==> config.mk <==
export PLATFORM = sky130hd
export DESIGN_NAME = mem_param
export DESIGN_NICKNAME = d
export VERILOG_FILES = /design/src/rtl/mem_param.sv
export SDC_FILE = /design/constraint.sdc
export NUM_CORES = 1
export LEC_CHECK = 0
export ABC_AREA = 1
export BUFFER_PORTS_ARGS = -buffer_cell sky130_fd_sc_hd__buf_2
export CAP_MARGIN = 20
export CORE_MARGIN = 4
export CORE_UTILIZATION = 60
export DETAILED_ROUTE_END_ITERATION = 10
export PLACE_DENSITY = 0.86
export SLEW_MARGIN = 5
export SYNTH_ARGS = -nofsm -noshare
export SYNTH_HDL_FRONTEND = slang
export SYNTH_SLANG_ARGS = --single-unit
==> constraint.sdc <==
create_clock -name clk -period 4.2 [get_ports clk]
set_input_delay 0.63 -clock clk [delete_from_list [all_inputs] [get_ports clk]]
set_output_delay 0.63 -clock clk [all_outputs]
set_load 0.01 [all_outputs]
==> src/rtl/mem_param.sv <==
// -----------------------------------------------------------------------------
// mem_param
//
// Parametrised single-port synchronous memory with per-byte write strobes,
// a fixed-latency read-valid pipeline, a self-clearing sequence after reset
// and a saturating counter of rejected requests.
//
// After reset the block walks every address once and writes zero (CLEAR). It
// then serves requests (IDLE). A read samples the addressed word at the issue
// edge. The snapshot travels down an RD_LAT-deep pipeline, so a later write
// cannot disturb a read that is already in flight.
//
// Parameters
//   DATA_W     data width, a multiple of 8 in the range 8..64
//   ADDR_W     address width; depth = 2**ADDR_W words
//   RD_LAT     read latency in cycles, 1..4
//   ERR_CNT_W  width of the rejected-request counter
//
// Ports
//   clk        clock, rising edge
//   rst        asynchronous active-high reset
//   write      write request
//   read       read request
//   adder      word address
//   data_in    write data
//   be         byte enables; bit i gates data_in[8i+7:8i]
//   data_out   read data; holds the last valid value while rd_valid = 0
//   rd_valid   data_out carries a read issued RD_LAT cycles earlier
//   busy       clear sequence running; every request is rejected
//   err        one-cycle pulse following a rejected request
//   err_count  saturating count of rejected requests
// -----------------------------------------------------------------------------
module mem_param #(
  parameter int DATA_W    = 8,
  parameter int ADDR_W    = 5,
  parameter int RD_LAT    = 1,
  parameter int ERR_CNT_W = 8
) (
  input  logic                  clk,
  input  logic                  rst,
  input  logic                  write,
  input  logic                  read,
  input  logic [ADDR_W-1:0]     adder,
  input  logic [DATA_W-1:0]     data_in,
  input  logic [DATA_W/8-1:0]   be,
  output logic [DATA_W-1:0]     data_out,
  output logic                  rd_valid,
  output logic                  busy,
  output logic                  err,
  output logic [ERR_CNT_W-1:0]  err_count
);

  localparam int NB    = DATA_W / 8;
  localparam int DEPTH = 1 << ADDR_W;

  typedef enum logic {
    S_CLEAR,
    S_IDLE
  } state_e;

  // One pipeline stage. The word is kept whenever no valid read passes
  // through, so the last stage naturally holds the last returned value.
  typedef struct packed {
    logic              valid;
    logic [DATA_W-1:0] word;
  } rd_stage_t;

  // ---------------------------------------------------------------------------
  // Declarations
  // ---------------------------------------------------------------------------
  state_e                 state_q, state_d;
  logic [ADDR_W-1:0]      clr_ptr_q, clr_ptr_d;
  logic                   clr_last;
  logic                   clr_we;

  logic                   wr_acc;
  logic                   rd_acc;
  logic                   reject;

  logic [DATA_W-1:0]      mem [DEPTH];

  rd_stage_t              pipe_q [RD_LAT];
  rd_stage_t              pipe_d [RD_LAT];

  logic                   err_q, err_d;
  logic [ERR_CNT_W-1:0]   err_cnt_q, err_cnt_d;

  // ---------------------------------------------------------------------------
  // Request classification
  // ---------------------------------------------------------------------------
  // A read and a write in the same cycle is a conflict. While the clear
  // sequence runs, any request at all is refused.
  always_comb begin
    wr_acc = (state_q == S_IDLE) && write && !read;
    rd_acc = (state_q == S_IDLE) && read && !write;
    reject = (read || write) && ((state_q == S_CLEAR) || (read && write));
  end

  // ---------------------------------------------------------------------------
  // Control FSM: state register
  // ---------------------------------------------------------------------------
  // NOTE: state registers use non-blocking assignments, so every flop in the
  // design samples pre-edge values and evaluation order never matters.
  always_ff @(posedge clk or posedge rst) begin
    if (rst) begin
      state_q   <= S_CLEAR;
      clr_ptr_q <= '0;
    end else begin
      state_q   <= state_d;
      clr_ptr_q <= clr_ptr_d;
    end
  end

  // ---------------------------------------------------------------------------
  // Control FSM: next state
  // ---------------------------------------------------------------------------
  assign clr_last = &clr_ptr_q;

  // NOTE: every signal written in a combinational block gets a default first.
  // Without the default, a path that skips the assignment would infer a latch.
  always_comb begin
    state_d   = state_q;
    clr_ptr_d = clr_ptr_q;
    unique case (state_q)
      S_CLEAR: begin
        clr_ptr_d = clr_ptr_q + ADDR_W'(1);
        if (clr_last) begin
          state_d = S_IDLE;
        end
      end
      S_IDLE: begin
        state_d = S_IDLE;
      end
      default: begin
        state_d = S_CLEAR;
      end
    endcase
  end

  // ---------------------------------------------------------------------------
  // Control FSM: outputs
  // ---------------------------------------------------------------------------
  always_comb begin
    busy   = (state_q == S_CLEAR);
    clr_we = (state_q == S_CLEAR);
  end

  // ---------------------------------------------------------------------------
  // Storage array
  // ---------------------------------------------------------------------------
  // NOTE: the array has no reset branch. Putting it under the asynchronous
  // reset would turn the RAM into flops. The clear sequence zeroes it instead.
  always_ff @(posedge clk) begin
    if (clr_we) begin
      mem[clr_ptr_q] <= '0;
    end else if (wr_acc) begin
      for (int i = 0; i < NB; i++) begin
        if (be[i]) begin
          mem[adder][8*i +: 8] <= data_in[8*i +: 8];
        end
      end
    end
  end

  // ---------------------------------------------------------------------------
  // Read pipeline
  // ---------------------------------------------------------------------------
  // Stage 0 samples the array at the issue edge. Later stages only shift, so
  // a write landing after issue never reaches an in-flight read.
  always_comb begin
    pipe_d = pipe_q;
    pipe_d[0].valid = rd_acc;
    if (rd_acc) begin
      pipe_d[0].word = mem[adder];
    end
    for (int k = 1; k < RD_LAT; k++) begin
      pipe_d[k].valid = pipe_q[k-1].valid;
      if (pipe_q[k-1].valid) begin
        pipe_d[k].word = pipe_q[k-1].word;
      end
    end
  end

  always_ff @(posedge clk or posedge rst) begin
    if (rst) begin
      for (int k = 0; k < RD_LAT; k++) begin
        pipe_q[k] <= '0;
      end
    end else begin
      for (int k = 0; k < RD_LAT; k++) begin
        pipe_q[k] <= pipe_d[k];
      end
    end
  end

  assign data_out = pipe_q[RD_LAT-1].word;
  assign rd_valid = pipe_q[RD_LAT-1].valid;

  // ---------------------------------------------------------------------------
  // Rejection flag and saturating counter
  // ---------------------------------------------------------------------------
  // err follows reject by one cycle. It therefore stays high across a run of
  // back-to-back rejected requests.
  always_comb begin
    err_d     = reject;
    err_cnt_d = err_cnt_q;
    if (reject && (err_cnt_q != '1)) begin
      err_cnt_d = err_cnt_q + ERR_CNT_W'(1);
    end
  end

  always_ff @(posedge clk or posedge rst) begin
    if (rst) begin
      err_q     <= 1'b0;
      err_cnt_q <= '0;
    end else begin
      err_q     <= err_d;
      err_cnt_q <= err_cnt_d;
    end
  end

  assign err       = err_q;
  assign err_count = err_cnt_q;

endmodule

Word-level counts from Yosys, hierarchy flattened
Memory sizes are Yosys's and may differ from the RTL's. A register that Yosys moved wholly into a read port is not among the register bits.
Index checks and enable logic that the tools add are counted.
Widths: inputs -> output; s select.

word-level totals
  register bits after elaboration = 16
  latch bits = 0
  bits in writable memories = 256
  ROM bits = 0
  memories = 1

cells by class
  $add $sub $neg = 2
  $mul = 0
  div/mod/pow operators = 0
  order comparisons = 0
  equal/unequal tests = 1
  shifts and indexed selects = 0
  muxes and demuxes = 10
  bitwise operators = 1
  reductions and logical operators = 13

memories
  memory  words  width  rd ports  clocked after memory_dff  write ports  RTL line  RTL
  mem     32     8      1         1                         1            80        logic [DATA_W-1:0] mem [DEPTH];

operator list
  operator             number
  $add 8x1->8 const B  1
  $mux 8               1
  $ne 8x8->1 const B   1
  $reduce_or 8->1      1
  $logic_and 1x1->1    7
  $mux 1               7
  $add 5x1->5 const B  1
  $mux 5               1
  $reduce_and 5->1     1
  $logic_not 1->1      2
  $logic_or 1x1->1     2
  $pmux 1 s2           1
  $not 1->1            1

Longest topological paths before layout
  depth in word-level cells = 7
  gate-level depth with buffers = 11

Least setup slack after synthesis
Ideal clock, no wire load.

  path type = input-to-reg
  start = in adder[3]
  end = mem mem[12][0] (enable)
  setup time = 0.370 ns
  arrival = 1.838 ns
  required time = 3.830 ns
  path slack = 1.992 ns
  stages on the path = 7
  path buffers = 1
  cell sequence = buf_2 -> clkinv_1 -> o21ai_1 -> inv_1 -> nor2_1 -> nand2_1 -> nor2_1

on the way
  longest elaborated chain between the ends = 1

ends and longest elaborated chain
  what                     RTL line  RTL
  from (decl)              43        input logic [ADDR_W-1:0] adder,
  $mux 5 (no source line)  -
  to (decl)                80

No other way between the ends.

Worst setup path in the final report
  start = reg state_q
  end = mem mem[0][2] (enable)

on the way
  longest elaborated chain between the ends = 7

ends and longest elaborated chain
  what                                               RTL line  RTL
  from (decl)                                        71        state_e state_q, state_d;
  from (signal assigned)                             109       state_q <= state_d;
  $logic_and 1x1->1 (2 in a row)                     94        wr_acc = (state_q == S_IDLE) && write && !read;
  $mux 1                                             156       end else if (wr_acc) begin
  $mux 1                                             154       if (clr_we) begin
  $mux 1 (not written as such)                       159       mem[adder][8*i +: 8] <= data_in[8*i +: 8];
  $reduce_or 8->1 (no source line)                   -
  $mux 5 (no source line) or $mux 1 (tied branches)  -

Several ways; a longest one is shown, not always the timed one.

==> run_results.csv <==
group,metric,value,unit
timing,hold_viol,0,
cells_and_area,layout_common_cells,"nand2_1, edfxtp_1, nand3_1",
cts,cts_hold_buf,0,
cts,ctsResizeCount,0,
critical_path,slowest_delay,770,ps
routing,dr_total_vias,7970,
critical_path,arrival,3330,ps
synthesis,ys_warn_count,0,
cells_and_area,fin_cells,1328,
pwr,pwr-share-seq,0.520,
pwr,ir_worst_vdd,557,uV
cells_and_area,fillers,1234,
place,placed_area,12000,um2
floorplanning,rows,50,
cts,cts-buffers-inserted,27,
routing,drcViolationCount,0,
critical_path,cp-start-kind,"register",
place,gp_congestion,0.952,
status,status,"complete, no violations",
cts,clk-insertion-delay-late,540,ps
synthesis,seq_area_frac_synth,0.716,
floorplanning,die_w,147,um
grt,grt_pass1_vias,7530,
cts,cts-htree-levels,1,
timing,finalCritPeriodShare,0.753,
cts,tritoncts,"yes",
critical_path,crit_chain,"nand4_4, o21ai_1, nand3_1, nor2_1",
timing,worst_slack,1040,ps
min_path,hold_class,"input port to asynchronous set/reset pin",
floorplanning,die_h,147,um
place,portBuffers,36,
timing,setup_viol,0,
grt,antenna_found_initial,0,
cells_and_area,n_antenna_cell,0,
floorplanning,ios,37,
routing,ant_nets,0,
synthesis,ys_ff_latch,280,
run,cap_violations,0,
pwr,leakage,5.16,nW
grt,grt_max_degree,113,
routing,wl_per_cell,19.9,um
grt,grt_use_total,0.244,
grt,grt-ovfl-total,0,
cts,cts_setup_buffers,0,
pwr,p_comb_frac,0.068,
critical_path,worstPathMaxFanout,19,
synthesis,synth_edf_count,256,
place,dp_hpwl,15900,um
critical_path,cp_top_family,"simple AND/OR/NAND/NOR gates",
critical_path,critical_path_class,"register to register",
pwr,clockPowerShare,0.413,
floorplanning,die_area,21600,um2
pwr,p_sw_frac,0.218,
pwr,p_switching,1.31,mW
synthesis,synth_async_sr_flop_share,0.0857,
cts,clock_path_buffers,3,
synthesis,avgSynthCellArea,11.3,um2
synthesis,syn-num-nets,1048,
place,pre_cts_ws,961,ps
synthesis,yosys_most_used_dff,"edfxtp_1",
routing,routed_via_density,6.00,
floorplanning,start_util,0.615,
timing,period_needed,3160,ps
critical_path,end_kind,"register",
cts,cts-root-buf,"clkbuf_16",
cells_and_area,nNetsFinal,1070,
cts,clock-sinks,280,
cts,clk_pin_slew,60,ps
pwr,pwr_density_cell,465,nW/um2
timing,skew,14.8,ps
routing,dr.first_iter.drc_count,1117,
cells_and_area,drive_above_1_share,0.0993,
critical_path,critPathBufInv,0,
synthesis,netlist_area,11600,um2
routing,wl,26500,um
grt,grt_first_pass_wirelength,40700,um
cells_and_area,layout_commonest_cell,"nand2_1",
timing,slew_headroom,0.282,
timing,drv_slew,0,
timing,rsz0062_at_grt,"false",
floorplanning,core_area,18800,um2
critical_path,required,4370,ps
synthesis,synth.distinct_cells,26,
pwr,p_int,4.68,mW
cells_and_area,final_area,12900,um2
timing,worst_pin_slew,1080,ps
routing,dr.pass1.iters,6,
critical_path,slowest_stage,"nor2_1",
cells_and_area,areaGrowthSynthToFinish,11.3,%
synthesis,syn-instance-count,1027,
timing,fmax,0.316,GHz
place,place_inst,1280,
timing,tns,0,ps
## cell usage after synthesis (4+ instances only)
| library cell | count | area share |
|---|---|---|
| o21ai_1 | 4 | 0.0017 |
| nor2_1 | 48 | 0.016 |
| nand2_1 | 359 | 0.12 |
| clkbuf_1 | 11 | 0.0036 |
| edfxtp_1 | 256 | 0.66 |
| xor2_1 | 5 | 0.0038 |
| xnor2_1 | 5 | 0.0038 |
| dfrtp_1 | 24 | 0.052 |
| inv_1 | 26 | 0.0084 |
| buf_1 | 7 | 0.0023 |
| nand3_1 | 225 | 0.097 |
| buf_2 | 34 | 0.015 |
## power groups by stage
| stage | sequential, mW | combinational [mW] | clock (mW) |
|---|---|---|---|
| after floorplan | 3.19 | 0.236 | 0 |
| after global placement | 3.17 | 0.390 | 0 |
| after detailed placement | 3.17 | 0.399 | 0 |
| after CTS | 3.12 | 0.402 | 2.47 |
| after global routing | 3.12 | 0.442 | 2.58 |
| final | 3.11 | 0.406 | 2.47 |
## layout make-up
type / count / area (um2) / share of cell area
clock inverter: 12 / 173 / 0.0134
multi-input combinational: 663 / 2970 / 0.230
timing repair buffer: 47 / 278 / 0.0216
inverter: 30 / 114 / 0.00884
sequential: 280 / 8290 / 0.643
clock buffer: 36 / 739 / 0.0574
tap: 260 / 325 / 0.0253
## per-layer routing
| metal | up-vias | global-route usage | wire length (um) |
|---|---|---|---|
| li1 | 3578 | - | - |
| met1 | 3714 | 0.319 | 9720 |
| met2 | 553 | 0.397 | 12400 |
| met3 | 125 | 0.0475 | 2910 |
| met4 | 0 | 0.116 | 1420 |
| met5 | - | 0 | 0 |
## kinds of logic (layout without fill, tap and decap cells)
group | count (synthesis) | after routing | synth area share
XOR/XNOR | 10 | 10 | 0.00757
adder cells (fa/ha/maj) | 3 | 3 | 0.00324
AND/OR/NAND/NOR | 639 | 639 | 0.235
multiplexers | 3 | 3 | 0.00292
flip-flops | 280 | 280 | 0.716
AO/OA/AOI/OAI | 8 | 8 | 0.00411
buffers and inverters | 84 | 125 | 0.0316
## registers in the layout (all words and copies together) (netlist names)
register and count:
clr_ptr_q 5, err 1, err_count 8, data_out 8
rd_valid 1, state_q 1, mem 256
## final timing paths
path / endpoint / slack, ps / cells after the start / start
max in group asynchronous: data_out[7]$_DFFE_PP0P_ / 3360 / 2 / rst
max: mem[0][2]$_DFFE_PP_ / 1040 / 4 / state_q$_DFF_PP0_
min: err_count[2]$_DFFE_PP0P_ / 290 / 2 / rst
min reg2reg: data_out[4]$_DFFE_PP0P_ / 470 / 2 / data_out[4]$_DFFE_PP0P_
min in group clk: rd_valid$_DFF_PP0_ / 430 / 2 / write
max reg2reg: mem[0][2]$_DFFE_PP_ / 1040 / 4 / state_q$_DFF_PP0_
## per-stage QoR
| stage | hold WS (ps) | util | power, mW |
|---|---|---|---|
| global route | 376 | 0.684 | 6.14 |
| CTS | 332 | 0.684 | 5.98 |
| global placement | 464 | 0.636 | 3.56 |
| detailed placement | 463 | 0.636 | 3.57 |
| floorplan | 493 | - | 3.43 |
| finish | 289 | 0.684 | 5.99 |
## worst register-to-register path, delay by kind of cell, from the launching register on
family / cells / cell delay, ps
flops: 1 / 590
simple gates: 3 / 1840
compound gates: 1 / 370
Power figures use the tool's default switching activity.
